--- src/rtl/alu_op_sequencer_if.sv ---
// Bus between the instruction controller, the relay ALU function units and
// the ALU operation sequencer.
//   Controller side : start, func, dest -> sequencer; busy, done <- sequencer
//   ALU side        : alu_result, alu_carry -> sequencer;
//                     en_*, ld_a, ld_d, result, cc_* <- sequencer
//   slave  modport  : sequencer view
//   master modport  : controller / ALU view
interface alu_op_sequencer_if;
  logic       start;
  logic [2:0] func;
  logic       dest;
  logic [7:0] alu_result;
  logic       alu_carry;
  logic       en_add;
  logic       en_inc;
  logic       en_and;
  logic       en_or;
  logic       en_xor;
  logic       en_not;
  logic       en_shl;
  logic       ld_a;
  logic       ld_d;
  logic [7:0] result;
  logic       cc_z;
  logic       cc_s;
  logic       cc_c;
  logic       busy;
  logic       done;

  modport slave (
    input  start, func, dest, alu_result, alu_carry,
    output en_add, en_inc, en_and, en_or, en_xor, en_not, en_shl,
    output ld_a, ld_d, result, cc_z, cc_s, cc_c, busy, done
  );

  modport master (
    output start, func, dest, alu_result, alu_carry,
    input  en_add, en_inc, en_and, en_or, en_xor, en_not, en_shl,
    input  ld_a, ld_d, result, cc_z, cc_s, cc_c, busy, done
  );
endinterface

--- src/rtl/alu_op_sequencer.sv ---
// Sequences a single relay-ALU operation: raises one function enable, holds
// it through a settle window, strobes the destination load while capturing
// result and condition codes, holds the enable for a release window, then
// pulses done. func = 111 is a NOP that completes in one cycle.
//   clk    : system clock
//   reset  : synchronous, active-high reset
//   bus    : alu_op_sequencer_if.slave (request, ALU bus, enables, loads,
//            result, flags, busy, done) -- all outputs are registered
module alu_op_sequencer #(
  parameter int unsigned SETTLE_CYCLES = 3,  // 1..15
  parameter int unsigned HOLD_CYCLES   = 1   // 0..15, 0 skips HOLD
) (
  input  logic              clk,
  input  logic              reset,
  alu_op_sequencer_if.slave bus
);

  localparam int unsigned CNT_W       = 4;
  localparam int unsigned EN_W        = 7;
  localparam logic [CNT_W-1:0] SETTLE_INIT = CNT_W'(SETTLE_CYCLES - 1);
  localparam logic [CNT_W-1:0] HOLD_INIT   = CNT_W'(HOLD_CYCLES - 1);
  localparam logic [2:0] FUNC_ADD = 3'b000;
  localparam logic [2:0] FUNC_INC = 3'b001;
  localparam logic [2:0] FUNC_NOP = 3'b111;

  typedef enum logic [2:0] {
    S_IDLE   = 3'd0,
    S_SETTLE = 3'd1,
    S_LOAD   = 3'd2,
    S_HOLD   = 3'd3,
    S_DONE   = 3'd4
  } state_t;

  state_t            state_q, state_d;
  logic [CNT_W-1:0]  cnt_q, cnt_d;
  logic [2:0]        func_q, func_d;
  logic              dest_q, dest_d;
  logic [EN_W-1:0]   en_q, en_d;
  logic              ld_a_q, ld_a_d;
  logic              ld_d_q, ld_d_d;
  logic              busy_q, busy_d;
  logic              done_q, done_d;
  logic [7:0]        result_q, result_d;
  logic              cc_z_q, cc_z_d;
  logic              cc_s_q, cc_s_d;
  logic              cc_c_q, cc_c_d;
  logic              active_d;

  // State and output registers
  always_ff @(posedge clk) begin
    if (reset) begin
      state_q  <= S_IDLE;
      cnt_q    <= '0;
      func_q   <= '0;
      dest_q   <= 1'b0;
      en_q     <= '0;
      ld_a_q   <= 1'b0;
      ld_d_q   <= 1'b0;
      busy_q   <= 1'b0;
      done_q   <= 1'b0;
      result_q <= '0;
      cc_z_q   <= 1'b0;
      cc_s_q   <= 1'b0;
      cc_c_q   <= 1'b0;
    end else begin
      state_q  <= state_d;
      cnt_q    <= cnt_d;
      func_q   <= func_d;
      dest_q   <= dest_d;
      en_q     <= en_d;
      ld_a_q   <= ld_a_d;
      ld_d_q   <= ld_d_d;
      busy_q   <= busy_d;
      done_q   <= done_d;
      result_q <= result_d;
      cc_z_q   <= cc_z_d;
      cc_s_q   <= cc_s_d;
      cc_c_q   <= cc_c_d;
    end
  end

  // Next state, counter, flag capture and next registered outputs
  always_comb begin
    state_d  = state_q;
    cnt_d    = cnt_q;
    func_d   = func_q;
    dest_d   = dest_q;
    result_d = result_q;
    cc_z_d   = cc_z_q;
    cc_s_d   = cc_s_q;
    cc_c_d   = cc_c_q;
    en_d     = '0;
    ld_a_d   = 1'b0;
    ld_d_d   = 1'b0;
    busy_d   = 1'b0;
    done_d   = 1'b0;
    active_d = 1'b0;

    case (state_q)
      S_IDLE: begin
        if (bus.start) begin
          if (bus.func == FUNC_NOP) begin
            state_d = S_DONE;
          end else begin
            func_d  = bus.func;
            dest_d  = bus.dest;
            cnt_d   = SETTLE_INIT;
            state_d = S_SETTLE;
          end
        end
      end
      S_SETTLE: begin
        if (cnt_q == '0) state_d = S_LOAD;
        else             cnt_d   = cnt_q - CNT_W'(1);
      end
      S_LOAD: begin
        result_d = bus.alu_result;
        cc_z_d   = (bus.alu_result == 8'h00);
        cc_s_d   = bus.alu_result[7];
        cc_c_d   = ((func_q == FUNC_ADD) || (func_q == FUNC_INC)) ? bus.alu_carry : 1'b0;
        if (HOLD_CYCLES == 0) begin
          state_d = S_DONE;
        end else begin
          cnt_d   = HOLD_INIT;
          state_d = S_HOLD;
        end
      end
      S_HOLD: begin
        if (cnt_q == '0) state_d = S_DONE;
        else             cnt_d   = cnt_q - CNT_W'(1);
      end
      S_DONE:  state_d = S_IDLE;
      default: state_d = S_IDLE;
    endcase

    // Outputs are registered, so decode them from the state being entered.
    // func_d is the latched function once an operation is under way.
    active_d = (state_d == S_SETTLE) || (state_d == S_LOAD) || (state_d == S_HOLD);
    if (active_d && (func_d != FUNC_NOP)) en_d = EN_W'(1) << func_d;
    ld_a_d = (state_d == S_LOAD) && !dest_d;
    ld_d_d = (state_d == S_LOAD) &&  dest_d;
    busy_d = (state_d != S_IDLE);
    done_d = (state_d == S_DONE);
  end

  assign bus.en_add = en_q[0];
  assign bus.en_inc = en_q[1];
  assign bus.en_and = en_q[2];
  assign bus.en_or  = en_q[3];
  assign bus.en_xor = en_q[4];
  assign bus.en_not = en_q[5];
  assign bus.en_shl = en_q[6];
  assign bus.ld_a   = ld_a_q;
  assign bus.ld_d   = ld_d_q;
  assign bus.result = result_q;
  assign bus.cc_z   = cc_z_q;
  assign bus.cc_s   = cc_s_q;
  assign bus.cc_c   = cc_c_q;
  assign bus.busy   = busy_q;
  assign bus.done   = done_q;

endmodule

--- src/flat_wrapper.sv ---
// flat-port wrapper written by rule: the top's interface ports become plain ports
module alu_op_sequencer_flat 
#(
  parameter int unsigned SETTLE_CYCLES = 3,          
  parameter int unsigned HOLD_CYCLES   = 1                         
)
  (clk, reset, bus_start, bus_func, bus_dest, bus_alu_result, bus_alu_carry, bus_en_add, bus_en_inc, bus_en_and, bus_en_or, bus_en_xor, bus_en_not, bus_en_shl, bus_ld_a, bus_ld_d, bus_result, bus_cc_z, bus_cc_s, bus_cc_c, bus_busy, bus_done);
  alu_op_sequencer_if bus_i ();
  input  logic clk;
  input  logic reset;
  input wire logic [$bits(bus_i.start)-1:0] bus_start;
  input wire logic [$bits(bus_i.func)-1:0] bus_func;
  input wire logic [$bits(bus_i.dest)-1:0] bus_dest;
  input wire logic [$bits(bus_i.alu_result)-1:0] bus_alu_result;
  input wire logic [$bits(bus_i.alu_carry)-1:0] bus_alu_carry;
  output wire logic [$bits(bus_i.en_add)-1:0] bus_en_add;
  output wire logic [$bits(bus_i.en_inc)-1:0] bus_en_inc;
  output wire logic [$bits(bus_i.en_and)-1:0] bus_en_and;
  output wire logic [$bits(bus_i.en_or)-1:0] bus_en_or;
  output wire logic [$bits(bus_i.en_xor)-1:0] bus_en_xor;
  output wire logic [$bits(bus_i.en_not)-1:0] bus_en_not;
  output wire logic [$bits(bus_i.en_shl)-1:0] bus_en_shl;
  output wire logic [$bits(bus_i.ld_a)-1:0] bus_ld_a;
  output wire logic [$bits(bus_i.ld_d)-1:0] bus_ld_d;
  output wire logic [$bits(bus_i.result)-1:0] bus_result;
  output wire logic [$bits(bus_i.cc_z)-1:0] bus_cc_z;
  output wire logic [$bits(bus_i.cc_s)-1:0] bus_cc_s;
  output wire logic [$bits(bus_i.cc_c)-1:0] bus_cc_c;
  output wire logic [$bits(bus_i.busy)-1:0] bus_busy;
  output wire logic [$bits(bus_i.done)-1:0] bus_done;
  assign bus_i.start = bus_start;
  assign bus_i.func = bus_func;
  assign bus_i.dest = bus_dest;
  assign bus_i.alu_result = bus_alu_result;
  assign bus_i.alu_carry = bus_alu_carry;
  assign bus_en_add = bus_i.en_add;
  assign bus_en_inc = bus_i.en_inc;
  assign bus_en_and = bus_i.en_and;
  assign bus_en_or = bus_i.en_or;
  assign bus_en_xor = bus_i.en_xor;
  assign bus_en_not = bus_i.en_not;
  assign bus_en_shl = bus_i.en_shl;
  assign bus_ld_a = bus_i.ld_a;
  assign bus_ld_d = bus_i.ld_d;
  assign bus_result = bus_i.result;
  assign bus_cc_z = bus_i.cc_z;
  assign bus_cc_s = bus_i.cc_s;
  assign bus_cc_c = bus_i.cc_c;
  assign bus_busy = bus_i.busy;
  assign bus_done = bus_i.done;
  alu_op_sequencer #(.SETTLE_CYCLES(SETTLE_CYCLES), .HOLD_CYCLES(HOLD_CYCLES)) u_core (.clk(clk), .reset(reset), .bus(bus_i));
endmodule
--- config.mk ---
export PLATFORM = sky130hd
export DESIGN_NAME = alu_op_sequencer_flat
export DESIGN_NICKNAME = d
export VERILOG_FILES = /design/src/rtl/alu_op_sequencer_if.sv /design/src/rtl/alu_op_sequencer.sv /design/src/flat_wrapper.sv
export SDC_FILE = /design/constraint.sdc
export NUM_CORES = 1
export LEC_CHECK = 0
export CAP_MARGIN = 40
export CELL_PAD_IN_SITES_DETAIL_PLACEMENT = 2
export CELL_PAD_IN_SITES_GLOBAL_PLACEMENT = 2
export CORE_ASPECT_RATIO = 0.7
export CORE_MARGIN = 3
export CORE_UTILIZATION = 27
export CTS_CLUSTER_SIZE = 28
export DETAILED_ROUTE_END_ITERATION = 8
export GPL_ROUTABILITY_DRIVEN = 1
export GPL_TIMING_DRIVEN = 0
export HOLD_SLACK_MARGIN = 0.05
export PLACE_DENSITY = 0.75
export SYNTH_ARGS = -nofsm -noshare
export SYNTH_HDL_FRONTEND = slang
export SYNTH_SLANG_ARGS = --single-unit
--- constraint.sdc ---
create_clock -name clk -period 2.3 [get_ports clk]
set_input_delay 0.23 -clock clk [delete_from_list [all_inputs] [get_ports clk]]
set_output_delay 0.23 -clock clk [all_outputs]
set_load 0.01 [all_outputs]
==> qor.txt <==
fmax -> 0.519 GHz
cts hold-fix bufs -> 0
most frequent cell after synthesis -> dfxtp_1
register-to-register setup slack -> 370 ps
Post-DP HPWL -> 2910 um
antenna violations before repair -> 0
Clock Tree Root -> clkbuf_8
cell taking the most area after synthesis -> dfxtp_1
CTS tree -> built
worst hold path stage count -> 2
Worst Hold Class -> primary input to flip-flop
count of pins over their slew limit -> 0
actual slew at the worst max-slew pin -> 728 ps
Slew headroom -> 51.2%
Initial Util -> 29.3%
Metal-1 WL -> 1800 um
Inserted Diodes -> 0
FILL cells -> 521
post-synthesis sequential area ratio -> 48.1%
final non-filler cell total -> 250
first-pass GRT wire length -> 6680 um
vias per cell -> 4.80
area of the multi-input gates -> 626 um2
fin worst setup slack -> 375 ps
share of synthesized registers carrying an async set or reset -> 0%
CTS buffer count -> 5
CTS clk-pin slew, worst paths -> 70 ps
most instantiated cells after synthesis -> dfxtp_1, nor2_1, mux2i_1, a21oi_1
DR pass1 iterations -> 2
Post-synth EDFFs -> 0
First DRT Iteration DRCs -> 62
reg-to-reg endpoint -> u_core.bus.ld_a
WL met3 -> 273 um
CP required -> 2530 ps
hold path startpoint -> reset
#FFs+latches synth -> 32
Final period util -> 83.7%
Pleak -> 0.674 nW
Syn Nets -> 157
crit path kind -> flip-flop to flip-flop
pwr dens -> 1180 nW/um2
reg2reg path depth -> 5
vias in the first global route -> 1329
CTS max path bufs -> 2
Setup Viol. Count Final -> 0
status -> complete, no violations
clock sink count -> 32
Placement Rows -> 20
Final Util -> 41.0%
crit-path max FO -> 10
via count -> 1200
total area of sequential cells -> 641 um2
chip height -> 64.8 um
H-tree depth -> 2
setup_tns -> 0 ps
# nets final -> 200
maximum vdd drop -> 0.000309 V
met2 WL -> 1740 um
DR top layer -> met4
P&R area growth vs syn -> 40.0%
pre-CTS setup slack -> 168 ps
crit path capture type -> flip-flop
Main synth FF type -> dfxtp_1
number of library cell types mapped by synthesis -> 43
# resized after CTS -> 0
DIE AREA -> 5830 um2
reg2reg start -> u_core.state_q[1]
Tmin final -> 1930 ps
GRT overflow -> 0
syn avg cell area -> 9.52 um2
DRC -> 0
DP Cell Count -> 242
Mapped Area -> 1330 um2
gp weighted congestion -> 0.726
YS warnings -> 0
num ports -> 38
DRT antenna net count -> 0
share of cells above drive strength 1 -> 10.3%
CP Launch Type -> flip-flop
die width -> 90.0 um
postcts setup bufs -> 0
PortBufs -> 36
area share of the leading cell type in the synthesized netlist -> 48.1%
hold_ws -> 333 ps
number of hold violations in the final report -> 0
pin count of the biggest net entering global routing -> 11
detailed-route wire length per cell -> 15.5 um
worst skew pair latency -> 280 ps
global-route usage over all layers -> 14.4%
RSZ-0062 raised after global routing -> false
hold endpoint -> u_core.bus.cc_c
number of max-cap violations -> 0
WL final -> 3870 um
cell count after synthesis -> 140
synth top area cells -> dfxtp_1, nor2_1, mux2i_1
Fin Clk Skew -> 5.36 ps
CP arrival -> 2150 ps
core box area -> 4550 um2
-- final cells by class --
cell class | count | area share, %
plain buffers | 8 | 2.75
clock buffers | 8 | 4.83
inverters | 4 | 0.805
multi-input cells | 96 | 33.5
flip-flops and latches | 32 | 34.3
well taps | 66 | 4.43
repair buffers | 36 | 19.3
-- power by group --
| part | total (mW) | switching (mW) | internal, mW |
|---|---|---|---|
| logic | 0.954 | 0.500 | 0.454 |
| clock network | 0.452 | 0.208 | 0.244 |
| registers | 0.790 | 0.100 | 0.690 |
| total | 2.20 | 0.808 | 1.39 |
-- placed cells by master, fill, tap and decap left out, types with 2 or more instances in the layout --
cell / count
nor2_1: 30
clkbuf_1: 4
xnor2_1: 2
a211oi_1: 2
nor4_1: 2
nand2_1: 2
clkbuf_8: 6
and3_1: 2
mux2i_1: 11
buf_2: 2
nand3_1: 3
a21oi_1: 7
dfxtp_1: 32
o21ai_1: 2
clkdlybuf4s50_1: 36
nand2b_1: 3
nor3_1: 4
a22oi_1: 2
or3_1: 2
buf_6: 2
inv_1: 4
-- layer usage --
| layer | up-vias | global-route usage [%] |
|---|---|---|
| met5 | - | 0 |
| met4 | 0 | 5.15 |
| met3 | 8 | 5.45 |
| met2 | 32 | 23.3 |
| met1 | 582 | 17.7 |
| li1 | 578 | - |
-- registers in the layout (all words and copies together), names as in the netlist --
register and cells:
u_core.bus.result 7, u_core.en_q 7, u_core.cnt_q 4, u_core.func_q 3
u_core.state_q 3, u_core.bus.busy 1, u_core.bus.cc_c 1, u_core.bus.cc_s 1
u_core.bus.cc_z 1, u_core.bus.done 1, u_core.bus.ld_a 1, u_core.bus.ld_d 1
u_core.dest_q 1
-- stage by stage --
step           area [um2]  total power [mW]
2_1_floorplan        1330              1.42
3_3_place_gp         1780              1.71
3_5_place_dp         1780              1.76
4_1_cts              1870              2.23
5_1_grt              1870              2.36
6_report             1870              2.20
-- worst max path at each step --
| stage | startpoint | endpoint | slack (ps) |
|---|---|---|---|
| global route | bus_func[0] | u_core.cnt_q[3] | 190 |
| finish | u_core.state_q[1] | u_core.bus.ld_a | 370 |
| global placement | bus_start | u_core.bus.ld_a | 190 |
| detailed placement | bus_func[0] | u_core.cnt_q[3] | 170 |
| floorplan | u_core.state_q[1] | u_core.cnt_q[3] | 590 |
| CTS | u_core.state_q[1] | u_core.bus.ld_a | 370 |
-- critical path, stage by stage (launching register included) --
cell and delay, ps:
dfxtp_1 310, buf_6 140, or4b_4 600, nor2_4 230, mux2i_1 380, and3_1 210
-- logic make-up (layout without fill, tap and decap cells) --
group / after synthesis / count (layout) / share of synthesized area (%)
and+or+nand+nor: 59 / 59 / 23.3
adders and majority gates: 1 / 1 / 0.939
AOI/OAI and AO/OA: 23 / 23 / 13.1
muxes: 11 / 11 / 8.26
buffers and inverters: 12 / 56 / 4.98
xor gates and xnor gates: 2 / 2 / 1.31
DFF: 32 / 32 / 48.1
No activity file was read; power rests on OpenSTA's default activity.
